### config.mk
export PLATFORM = sky130hd
export DESIGN_NAME = shift_issue_stage
export DESIGN_NICKNAME = d
export VERILOG_FILES = /design/src/rtl/shift_issue_stage.sv
export SDC_FILE = /design/constraint.sdc
export NUM_CORES = 1
export LEC_CHECK = 0
export CAP_MARGIN = 20
export CORE_UTILIZATION = 41
export DETAILED_ROUTE_END_ITERATION = 12
export PLACE_DENSITY = 0.81
export SETUP_SLACK_MARGIN = 0.1
export SYNTH_ARGS = -nofsm -noshare
export SYNTH_HDL_FRONTEND = slang
export SYNTH_SLANG_ARGS = --single-unit
### constraint.sdc
create_clock -name clk -period 2.7 [get_ports clk]
set_input_delay 0.54 -clock clk [delete_from_list [all_inputs] [get_ports clk]]
set_output_delay 0.54 -clock clk [all_outputs]
set_load 0.005 [all_outputs]
### src/rtl/shift_issue_stage.sv
// ID/EX register and operand select for RV32I shifts.
// Applies EX/MEM and MEM/WB bypass to the registered rs1/rs2 values.
module shift_issue_stage #(
    parameter bit FWD_EN = 1'b1
) (
    input  logic        clk,
    input  logic        rst_n,
    input  logic        stall,
    input  logic        flush,
    input  logic        id_valid,
    input  logic [2:0]  id_funct3,
    input  logic        id_funct7_5,
    input  logic        id_is_imm,
    input  logic [4:0]  id_shamt,
    input  logic [4:0]  id_rs1_addr,
    input  logic [4:0]  id_rs2_addr,
    input  logic [31:0] id_rs1_data,
    input  logic [31:0] id_rs2_data,
    input  logic [4:0]  id_rd,
    input  logic        exm_we,
    input  logic [4:0]  exm_rd,
    input  logic [31:0] exm_data,
    input  logic        wb_we,
    input  logic [4:0]  wb_rd,
    input  logic [31:0] wb_data,
    output logic        ex_valid,
    output logic [4:0]  ex_rd,
    output logic        ex_illegal,
    output logic [31:0] data,
    output logic [4:0]  sa,
    output logic        right,
    output logic        arith,
    output logic [31:0] shift_count
);

    typedef struct packed {
        logic        valid;
        logic        illegal;
        logic [4:0]  rd;
        logic [4:0]  rs1_addr;
        logic [4:0]  rs2_addr;
        logic [31:0] rs1_data;
        logic [31:0] rs2_data;
        logic        is_imm;
        logic [4:0]  shamt;
        logic        right;
        logic        arith;
    } ex_t;

    ex_t         ex_q, ex_d, ld;
    logic [31:0] cnt_q, cnt_d;
    logic        legal;
    logic [31:0] rs1_fwd, rs2_fwd;
    logic        unused_rs2;

    function automatic logic [31:0] fwd(input logic [4:0] a,
                                        input logic [31:0] d);
        if (FWD_EN && exm_we && exm_rd == a && a != 5'd0)
            return exm_data;
        else if (FWD_EN && wb_we && wb_rd == a && a != 5'd0)
            return wb_data;
        else
            return d;
    endfunction

    always_comb begin
        legal = (id_funct3 == 3'b101) ||
                (id_funct3 == 3'b001 && !id_funct7_5);
        ld = '0;
        if (legal) begin
            ld.valid    = id_valid;
            ld.rd       = id_rd;
            ld.rs1_addr = id_rs1_addr;
            ld.rs2_addr = id_rs2_addr;
            ld.rs1_data = id_rs1_data;
            ld.rs2_data = id_rs2_data;
            ld.is_imm   = id_is_imm;
            ld.shamt    = id_shamt;
            ld.right    = id_funct3[2];
            ld.arith    = id_funct3[2] & id_funct7_5;
        end else begin
            ld.illegal  = id_valid;
        end
    end

    always_comb begin
        ex_d  = ex_q;
        cnt_d = cnt_q;
        if (flush) begin
            ex_d = '0;
        end else if (!stall) begin
            ex_d = ld;
            if (legal && id_valid)
                cnt_d = cnt_q + 32'd1;
        end
    end

    always_ff @(posedge clk) begin
        if (!rst_n) begin
            ex_q  <= '0;
            cnt_q <= '0;
        end else begin
            ex_q  <= ex_d;
            cnt_q <= cnt_d;
        end
    end

    // Bypass is re-evaluated every cycle so a stalled op sees late producers.
    always_comb begin
        rs1_fwd = fwd(ex_q.rs1_addr, ex_q.rs1_data);
        rs2_fwd = fwd(ex_q.rs2_addr, ex_q.rs2_data);
    end

    assign unused_rs2  = ^rs2_fwd[31:5];
    assign data        = rs1_fwd;
    assign sa          = ex_q.is_imm ? ex_q.shamt : rs2_fwd[4:0];
    assign right       = ex_q.right;
    assign arith       = ex_q.arith;
    assign ex_valid    = ex_q.valid;
    assign ex_illegal  = ex_q.illegal;
    assign ex_rd       = ex_q.rd;
    assign shift_count = cnt_q;

endmodule

==> impl_metrics.tcl <==
set metrics [dict create \
    h-tree-depth 3 \
    clk_latency_ns 0.34 \
    wl_per_cell_um 17.7 \
    first_pass_iters 5 \
    max_cap_violations 0 \
    synth.avg_cell_area_um2 8.14 \
    place_hpwl_um 11800 \
    dpl-instance-area_um2 7470 \
    ys_ff_latch 94 \
    path_clk_slew_ns 0.07 \
    design_area_um2 7950 \
    layout_setup_ws_ns -0.0707 \
    status "finished, violations left" \
    start_util 0.419 \
    crit_slowest_cell "or4_4" \
    hold_viol 0 \
    cp_data_arrival_time_ns 2.23 \
    synth_top_area_frac 0.374 \
    grt_pass1_wl_um 27100 \
    vias_per_cell 5.39 \
    layout_commonest_cell "clkdlybuf4s50_1" \
    p_leak_nw 2.80 \
    required_ns 2.16 \
    crit_family "compound AO/OA/AOI/OAI gates" \
    grt_start_max_net_pins 123 \
    min_period_ns 2.77 \
    drive_gt1_frac 0.166 \
    synth-warning-count 0 \
    grt_pass1_vias 5368 \
    start_kind "flip-flop" \
    cp_cell_sequence "or4_4 > o211a_4 > buf_6 > a21boi_2 > a211oi_2 > o31ai_1 > buf_2" \
    peakVddDrop_uv 321 \
    vias 5358 \
    yosysTopAreaCell "dfxtp_1" \
    drc_errors 0 \
    diodes 0 \
    hp-class "flip-flop to flip-flop" \
    worst_pin_slew_ns 1.01 \
    track_usage 0.269 \
    setup_viol 2 \
    worstSetupPathType "flip-flop to output port" \
    overflow 0 \
    drtIter0Drc 421 \
    die_w_um 113 \
    cts.sinks 94 \
    synthCells 619 \
    final_max_slew_viol_count 0 \
    finClkSkew_ns 0.00782 \
    place.gp.congestion 0.902 \
    antenna_found_initial 0 \
    final_util 0.662 \
    antenna_left 0 \
    io_pins 248 \
    synthToLayoutAreaGrowth_pct 57.8 \
    max_slew_margin 0.324 \
    numCtsBuffers 9 \
    cts_root_buf "clkbuf_16" \
    rsz0062_at_grt "yes" \
    violations "negative setup slack" \
    cts_tree "yes" \
    portBuffers 220 \
    core_um2 12000 \
    path_max_fanout 5 \
    clk_path_buf_depth 2 \
    ys_seq_area_frac 0.374 \
    total_power_mw 3.24 \
    fmax_mhz 361 \
    crit_buf_inv 2 \
    synthTopCellsByArea "dfxtp_1, nand3b_1, nand2_1" \
    syn_nets 790 \
    die-area_um2 12700 \
    slowest_delay_ns 0.54 \
    num-nets-final 1013 \
    rows 40 \
    power.density_nw_per_um2 408 \
    wl_um 17600 \
    ys_types 46 \
    netlist_area_um2 5040 \
    mostFrequentLayoutCells "clkdlybuf4s50_1, nand2_1, dfxtp_1" \
    end_kind "output port" \
    post-route-period-util 1.03 \
    die_height_um 113 \
]
## registers in the layout (all words and copies together), names as in the netlist
register / cells
ex_valid: 1
ex_q: 53
right: 1
ex_illegal: 1
arith: 1
shift_count: 32
ex_rd: 5
## tightest hold or removal path: stages, from the launching register on
cell     delay, ns
dfxtp_1       0.31
nand2_1       0.06
a21oi_1       0.05
## cells in the mapped netlist, drive strengths merged
| cell | count |
|---|---|
| a21boi | 5 |
| nand3b | 59 |
| ha | 1 |
| nor3b | 1 |
| nand4 | 16 |
| nor4 | 4 |
| and3 | 6 |
| mux2i | 33 |
| nor4b | 1 |
| xor2 | 26 |
| nand2b | 2 |
| inv | 2 |
| a21oi | 70 |
| a22oi | 1 |
| and2 | 5 |
| o21ai | 42 |
| o211ai | 1 |
| xnor2 | 16 |
| nor2 | 29 |
| o31ai | 5 |
| buf | 16 |
| nor2b | 2 |
| nand2 | 105 |
| nor3 | 7 |
| nand3 | 16 |
| or4 | 2 |
| dfxtp | 94 |
| o211a | 1 |
| or3 | 9 |
| clkbuf | 33 |
| and4 | 4 |
| a211oi | 5 |
## kinds of logic after synthesis
family                     after synthesis  share of synthesized area
DFF                                     94                      0.374
AOI/OAI and AO/OA                      130                      0.141
buffers and inverters                   51                     0.0494
xor gates and xnor gates                42                     0.0730
muxes                                   33                     0.0656
and+or+nand+nor                        268                      0.295
adders and majority gates                1                    0.00248
## layout make-up
cell class	instances	area (µm²)
clock buffer	10	229
multi-input combinational	474	3030
inverter	2	7.51
fill	957	4060
sequential	94	1890
timing repair buffer	261	2500
clock inverter	6	110
tap	147	184
## final timing paths
check	to	cells past startpoint	slack [ns]	start
max reg2reg	shift_count[30]	5	0.76	shift_count[8]
min	ex_rd[2]	2	0.47	ex_rd[2]
min reg2reg	ex_rd[2]	2	0.47	ex_rd[2]
max	sa[2]	7	-0.07	ex_q[72]
## through the flow
stage          setup slack, ns  hold WS (ns)  TNS, ns  std cells
2_1_floorplan            0.496         0.431        0        619
3_3_place_gp            -0.617         0.440   -17.71        966
3_5_place_dp            -0.659         0.452   -19.67        966
4_1_cts                 -0.106         0.465    -1.78        993
5_1_grt                 -0.104         0.478    -1.05        994
6_report               -0.0707         0.466  -0.0883        994
## report_power, final
group	internal [mW]	switching, mW
combinational	0.249	0.154
clock	0.904	0.531
sequential	1.40	0.00652
total	2.55	0.691
## metal layers
| layer | vias to the layer above | global-route usage | part of all wire |
|---|---|---|---|
| met2 | 207 | 0.486 | 0.51 |
| li1 | 2616 | - | - |
| met3 | 24 | 0.0718 | 0.079 |
| met1 | 2511 | 0.306 | 0.39 |
| met4 | 0 | 0.0942 | 0.019 |
| met5 | - | 0 | 0 |
## what timing repair did
item | CTS | global route
setup buffers | 6 | 3
gates resized for setup | 188 | 23
gates cloned | 5 | 1
endpoints found under the hold margin | 0 | 0
hold buffers | 0 | 0
pin swaps | 31 | 19
setup endpoints to repair | 37 | 37
Power figures use the tool's default switching activity.
